<file path="config.mk">
export PLATFORM = sky130hd
export DESIGN_NAME = fifo_read
export DESIGN_NICKNAME = d
export VERILOG_FILES = /design/src/rtl/fifo_pkg.sv /design/src/rtl/fifo_seq_check.sv /design/src/rtl/fifo_read.sv
export SDC_FILE = /design/constraint.sdc
export NUM_CORES = 1
export LEC_CHECK = 0
export CORE_MARGIN = 5
export CORE_UTILIZATION = 56
export CTS_BUF_LIST = sky130_fd_sc_hd__clkbuf_8
export CTS_CLUSTER_SIZE = 28
export DETAILED_ROUTE_END_ITERATION = 6
export MAX_ROUTING_LAYER = met4
export PLACE_DENSITY_LB_ADDON = 0.12
export SLEW_MARGIN = 20
export SYNTH_ARGS = -nofsm -noshare
export SYNTH_HDL_FRONTEND = slang
export SYNTH_SLANG_ARGS = --single-unit
</file>
<file path="constraint.sdc">
create_clock -name sys_clk -period 2.3 [get_ports sys_clk]
set_clock_uncertainty 0.2 [all_clocks]
set_input_delay 0.46 -clock sys_clk [delete_from_list [all_inputs] [get_ports sys_clk]]
set_output_delay 0.46 -clock sys_clk [all_outputs]
set_load 0.1 [all_outputs]
</file>
<file path="src/rtl/fifo_pkg.sv">
// Shared definitions for the FIFO reader/writer pair: default widths,
// the burst FSM encoding and a saturating counter helper.
package fifo_pkg;

  localparam int unsigned FIFO_DATA_W       = 8;
  localparam int unsigned FIFO_DELAY_CYCLES = 10;
  localparam int unsigned BURST_LEN_W       = 16;

  typedef enum logic [1:0] {
    ST_IDLE  = 2'd0,
    ST_DELAY = 2'd1,
    ST_READ  = 2'd2,
    ST_DRAIN = 2'd3
  } fifo_state_e;

  // Increment that sticks at all-ones instead of wrapping
  function automatic logic [BURST_LEN_W-1:0] sat_inc(input logic [BURST_LEN_W-1:0] v);
    return (v == '1) ? v : v + BURST_LEN_W'(1);
  endfunction

endpackage

</file>
<file path="src/rtl/fifo_seq_check.sv">
// Sequence checker for captured FIFO words: expects 0,1,2,... modulo
// 2^DATA_W, raises a sticky error on any gap, and counts captured words.
// After a mismatch the expectation follows the received word, so a single
// corrupted word does not cascade into a stream of follow-on errors.
module fifo_seq_check import fifo_pkg::*; #(
  parameter int unsigned DATA_W = FIFO_DATA_W
) (
  input  logic                   sys_clk,
  input  logic                   sys_rst_n,
  input  logic                   rd_valid,
  input  logic [DATA_W-1:0]      rd_data,
  input  logic                   clear,
  output logic                   err_flag,
  output logic [BURST_LEN_W-1:0] count_next
);

  logic [DATA_W-1:0]      expected_q, expected_d;
  logic                   err_q, err_d;
  logic [BURST_LEN_W-1:0] word_cnt_q, word_cnt_d;
  logic [BURST_LEN_W-1:0] word_cnt_inc;

  // Compare each captured word, track the next expected value and count words
  always_comb begin
    expected_d   = expected_q;
    err_d        = err_q;
    word_cnt_inc = word_cnt_q;
    if (rd_valid) begin
      if (rd_data != expected_q) begin
        err_d = 1'b1;
      end
      expected_d   = rd_data + DATA_W'(1);
      word_cnt_inc = sat_inc(word_cnt_q);
    end
    word_cnt_d = word_cnt_inc;
    if (clear) begin
      expected_d = '0;
      word_cnt_d = '0;
    end
  end

  // Checker state; the error flag is only ever cleared by reset
  always_ff @(posedge sys_clk or negedge sys_rst_n) begin
    if (!sys_rst_n) begin
      expected_q <= '0;
      err_q      <= 1'b0;
      word_cnt_q <= '0;
    end else begin
      expected_q <= expected_d;
      err_q      <= err_d;
      word_cnt_q <= word_cnt_d;
    end
  end

  // The count including this cycle's word, so a burst length can be taken
  // in the same cycle as the last word without losing it to the clear
  assign count_next = word_cnt_inc;
  assign err_flag   = err_q;

endmodule

</file>
<file path="src/rtl/fifo_read.sv">
// Burst reader: a rising almost_full starts a burst after a settle delay,
// words are read until almost_empty, and every word is sequence-checked.
module fifo_read import fifo_pkg::*; #(
  parameter int unsigned DATA_W       = FIFO_DATA_W,
  parameter int unsigned DELAY_CYCLES = FIFO_DELAY_CYCLES
) (
  input  logic                   sys_clk,
  input  logic                   sys_rst_n,
  input  logic                   almost_full,
  input  logic                   almost_empty,
  input  logic [DATA_W-1:0]      fifo_rdata,
  output logic                   fifo_rd_en,
  output logic                   rd_valid,
  output logic [DATA_W-1:0]      rd_data,
  output logic                   burst_done,
  output logic                   err_flag,
  output logic [BURST_LEN_W-1:0] burst_len
);

  localparam int unsigned CNT_W = (DELAY_CYCLES < 1) ? 1 : $clog2(DELAY_CYCLES + 1);

  fifo_state_e            state_q, state_d;
  logic [CNT_W-1:0]       delay_cnt_q, delay_cnt_d;
  logic                   af_t0_q, af_t0_d;
  logic                   af_t1_q, af_t1_d;
  logic                   rd_en_q, rd_en_d;
  logic                   rd_valid_q, rd_valid_d;
  logic [DATA_W-1:0]      rd_hold_q, rd_hold_d;
  logic                   burst_done_q, burst_done_d;
  logic [BURST_LEN_W-1:0] burst_len_q, burst_len_d;
  logic                   trigger;
  logic                   chk_clear;
  logic [BURST_LEN_W-1:0] count_next;

  // One-cycle trigger on a rising almost_full, seen through two sync flops
  assign trigger = af_t0_q & ~af_t1_q;

  // Input synchroniser, read-valid pipeline and captured-word holding register
  always_comb begin
    af_t0_d    = almost_full;
    af_t1_d    = af_t0_q;
    rd_valid_d = rd_en_q;
    rd_hold_d  = rd_valid_q ? fifo_rdata : rd_hold_q;
  end

  // Burst FSM: next state, read enable, and end-of-burst bookkeeping
  always_comb begin
    state_d      = state_q;
    delay_cnt_d  = delay_cnt_q;
    rd_en_d      = 1'b0;
    burst_done_d = 1'b0;
    burst_len_d  = burst_len_q;
    chk_clear    = 1'b0;
    case (state_q)
      ST_IDLE: begin
        if (trigger) begin
          state_d     = ST_DELAY;
          delay_cnt_d = '0;
        end
      end
      ST_DELAY: begin
        if (delay_cnt_q == CNT_W'(DELAY_CYCLES)) begin
          state_d     = ST_READ;
          rd_en_d     = 1'b1;
          delay_cnt_d = '0;
        end else begin
          delay_cnt_d = delay_cnt_q + CNT_W'(1);
        end
      end
      ST_READ: begin
        if (almost_empty) begin
          state_d = ST_DRAIN;
        end else begin
          rd_en_d = 1'b1;
        end
      end
      ST_DRAIN: begin
        state_d      = ST_IDLE;
        burst_done_d = 1'b1;
        burst_len_d  = count_next;
        chk_clear    = 1'b1;
      end
      default: begin
        state_d     = ST_IDLE;
        delay_cnt_d = '0;
      end
    endcase
  end

  // All registered state; reset drops the read enable immediately
  always_ff @(posedge sys_clk or negedge sys_rst_n) begin
    if (!sys_rst_n) begin
      state_q      <= ST_IDLE;
      delay_cnt_q  <= '0;
      af_t0_q      <= 1'b0;
      af_t1_q      <= 1'b0;
      rd_en_q      <= 1'b0;
      rd_valid_q   <= 1'b0;
      rd_hold_q    <= '0;
      burst_done_q <= 1'b0;
      burst_len_q  <= '0;
    end else begin
      state_q      <= state_d;
      delay_cnt_q  <= delay_cnt_d;
      af_t0_q      <= af_t0_d;
      af_t1_q      <= af_t1_d;
      rd_en_q      <= rd_en_d;
      rd_valid_q   <= rd_valid_d;
      rd_hold_q    <= rd_hold_d;
      burst_done_q <= burst_done_d;
      burst_len_q  <= burst_len_d;
    end
  end

  // The FIFO presents a word in the cycle after rd_en is sampled, which is
  // exactly the rd_valid cycle, so rd_data passes it through then and holds
  // the last captured word otherwise
  assign rd_data    = rd_valid_q ? fifo_rdata : rd_hold_q;
  assign rd_valid   = rd_valid_q;
  assign fifo_rd_en = rd_en_q;
  assign burst_done = burst_done_q;
  assign burst_len  = burst_len_q;

  fifo_seq_check #(.DATA_W(DATA_W)) u_seq_check (
    .sys_clk    (sys_clk),
    .sys_rst_n  (sys_rst_n),
    .rd_valid   (rd_valid_q),
    .rd_data    (rd_data),
    .clear      (chk_clear),
    .err_flag   (err_flag),
    .count_next (count_next)
  );

endmodule

</file>
==> summary.md <==
| Metric | Value |
|---|---|
| Height of the die | `81.0 um` |
| Area of the die | `6570 um^2` |
| Leading post-synthesis cells by cell area | `sky130_fd_sc_hd__dfrtp_1 53%, sky130_fd_sc_hd__xnor2_1 5.9%, sky130_fd_sc_hd__nor2_1 5.3%` |
| ANT cells | `0` |
| Routed Wire Length | `5.56 mm` |
| Most common cell after layout, fill and taps aside | `sky130_fd_sc_hd__dfrtp_1` |
| Critical Path Slowest Stage Cell | `sky130_fd_sc_hd__dfrtp_4` |
| Top achievable clock speed | `0.454 GHz` |
| Post-synth EDFFs | `0` |
| CTS buffer count | `9` |
| Mapped Nets | `287` |
| Arr. time, crit path | `1.55 ns` |
| Number of design-rule violations left by the first detailed-router iteration | `123` |
| Buffer cell driving the clock tree root | `sky130_fd_sc_hd__clkbuf_8` |
| Initial standard-cell utilization of the core | `58.6%` |
| Number of H-tree levels | `3` |
| Count of pins over their slew limit | `0` |
| Count of final hold-check violations | `0` |
| Crit path max-delay family | `flip-flops` |
| CP Max Fanout | `10` |
| Classification of the worst setup path | `reg -> out` |
| Area share of the largest cell type after synthesis | `53.1%` |
| Layout overhead on the synthesized area | `28.2%` |
| Netlist area before placement | `2830 um^2` |
| Fraction of final layout cells with drive strength greater than 1 | `21.5%` |
| Count of endpoints failing setup in the final report | `0` |
| Synth warnings | `0` |
| Number of cell rows | `25` |
| Initial antenna violation count | `0` |
| Max-capacitance violation count | `0` |
| Final setup TNS | `0 ns` |
| Maximum number of pins on one net before global-route repair | `61` |
| Number of vias in the routed layout | `2075` |
| Number of nets at the end of the flow | `336` |
| Number of filler cells placed in the layout | `335` |
| Share of the yosys chip area belonging to registers | `53.1%` |
| Die width | `81.0 um` |
| Outcome | `completed` |
| Cell taking the most area after synthesis | `sky130_fd_sc_hd__dfrtp_1` |
| Critical Path Sink Type | `output port` |
| Startpoint types | `flop` |
| Dpl hpwl | `3.80 mm` |
| Biggest cell delay along the critical path | `0.55 ns` |
| Synthesized area per cell | `10.6 um^2` |
| Post-layout minimum cycle time | `2.21 ns` |
| Total clock sinks | `60` |
| Type of the worst min-delay path | `reg -> reg` |
| Unique cell type count in the Yosys netlist | `36` |
| Cell Chain, Critical Path | `buf_12, mux2_2, buf_12` |
| Relative max-transition margin | `68.5%` |
| Most instantiated flip-flop cell in the synthesis netlist | `sky130_fd_sc_hd__dfrtp_1` |
| Via count of the first global-routing pass | `2052` |
| CP Data Required Time | `1.64 ns` |
| Pre-Repair DR Iteration Count | `4` |
| CP bufs+invs | `2` |
| Unrepaired setup endpoints after global routing | `no` |
| Number of buffers on the longest clock path | `2` |
| Source-to-sink clock delay at the later pin of the worst-skew pair | `0.33 ns` |
| Core area | `4820 um^2` |
| Ports | `40` |
| Drt wl/cell | `14.3 um` |
| Share of the clock period used by the worst path | `95.9%` |
| Yosys reg bits | `60` |
| FFs w/ async S/R, synth | `100%` |
| Sequential cell area | `1510 um^2` |
| Post-detailed-route DRC marker count | `0` |
| CTS tree | `done` |
| Area of combinational cells with multiple inputs | `1270 um^2` |
| Post-Synthesis Cells | `267` |
| Final estimated routing congestion in global placement | `0.811` |
| Worst-margin pin slew | `0.471 ns` |
| Number of routed nets with antenna violations | `0` |
| Wire length of the first global-routing pass | `9.45 mm` |
| Most used cells in the layout excluding fill and tap cells | `59 x sky130_fd_sc_hd__dfrtp_1, 40 x sky130_fd_sc_hd__nor2_1, 24 x sky130_fd_sc_hd__buf_4, 19 x sky130_fd_sc_hd__xnor2_1, 18 x sky130_fd_sc_hd__nand2_1` |
| Leftover overflow at the end of global routing | `0` |
| Clk pin slew, worst setup/hold paths | `0.06 ns` |
| I/O Buffers | `39` |
| Aggregate global-route resource usage | `19.6%` |
| Detail-routed via count per cell | `5.35` |
| Most used cell, CP | `sky130_fd_sc_hd__buf_12` |
-- kinds of logic after synthesis --
| kind of cell | Yosys count | share of synthesized area [%] |
|---|---|---|
| simple gates | 98 | 17.0 |
| flops | 60 | 53.1 |
| compound gates | 37 | 8.72 |
| xor+xnor | 26 | 8.06 |
| buf+inv | 21 | 3.14 |
| mux | 17 | 6.38 |
| fa+ha+maj | 8 | 3.54 |
-- path summary, 6_finish.rpt --
path	start	end	slack (ns)	cells past startpoint
worst max-delay path	rd_valid	rd_data[6]	0.09	3
min in group asynchronous	sys_rst_n	u_seq_check.expected_q[5]	0.47	3
worst min register to register	af_t0_q	af_t1_q	0.18	0
worst min-delay path	af_t0_q	af_t1_q	0.18	0
max in group asynchronous	sys_rst_n	rd_valid	1.11	3
worst max register to register	u_seq_check.word_cnt_q[0]	burst_len[3]	0.23	6
-- state kept, by name, summed over array words and instances, names as in the netlist --
| signal | flops |
|---|---|
| delay_cnt_q | 4 |
| rd_valid | 1 |
| burst_len | 16 |
| fifo_rd_en | 1 |
| state_q | 2 |
| af_t1_q | 1 |
| u_seq_check.err_flag | 1 |
| u_seq_check.expected_q | 8 |
| burst_done | 1 |
| af_t0_q | 1 |
| rd_hold_q | 8 |
| u_seq_check.word_cnt_q | 16 |
-- cells in the mapped netlist, drive strengths merged (6+ instances only) --
cell and number:
a211oi 7, nor3 6, mux2 8, xor2 7
xnor2 19, nand2 18, a21oi 13, mux2i 9
dfrtp 60, nand3 6, nor2 40, inv 11
nand4 8, o21ai 9, ha 8
-- layer usage --
metal / part of all wire [%] / vias to the layer above / GRT usage [%]
met5: 0 / - / -
met4: 1.9 / 0 / 8.95
met3: 4.2 / 9 / 3.99
met2: 47 / 44 / 29.8
met1: 47 / 1007 / 25.4
li1: - / 1015 / -
-- timing repair --
action,in CTS,in global routing
setup buffers,1,2
endpoints found under the hold margin,60,0
hold buffers,1,0
endpoints found under the setup margin,1,1
gates resized for setup,0,0
-- metrics by stage --
step                utilization [%]  std cells  hold WS (ns)  setup WS [ns]  instance area, um^2
global route                   75.2        388         0.210         0.0322                 3620
floorplan                         -        267       -0.0356         -0.431                 2870
global placement               70.4        368         0.158         0.0645                 3390
CTS                            74.6        386         0.185         0.0594                 3590
finish                         75.2        388         0.183         0.0950                 3620
detailed placement             70.4        368         0.171         0.0124                 3390
-- layout make-up --
class	instances	area share (%)
Multi-Input combinational cell	186	35.0
Timing Repair Buffer	48	14.8
Sequential cell	60	41.6
Clock buffer	9	3.42
Tap cell	67	2.32
Inverter	11	1.24
Clock inverter	7	1.66
-- worst register-to-register path, delay by kind of cell (launching register included) --
kind / cells / cell delay (ns)
fa+ha+maj: 1 / 0.21
simple gates: 2 / 0.28
compound gates: 2 / 0.65
flops: 1 / 0.40
xor+xnor: 1 / 0.22
Power is left out: the tool's default activity adds up to more than one toggle a clock period on the data nets, which glitch-free logic cannot reach.
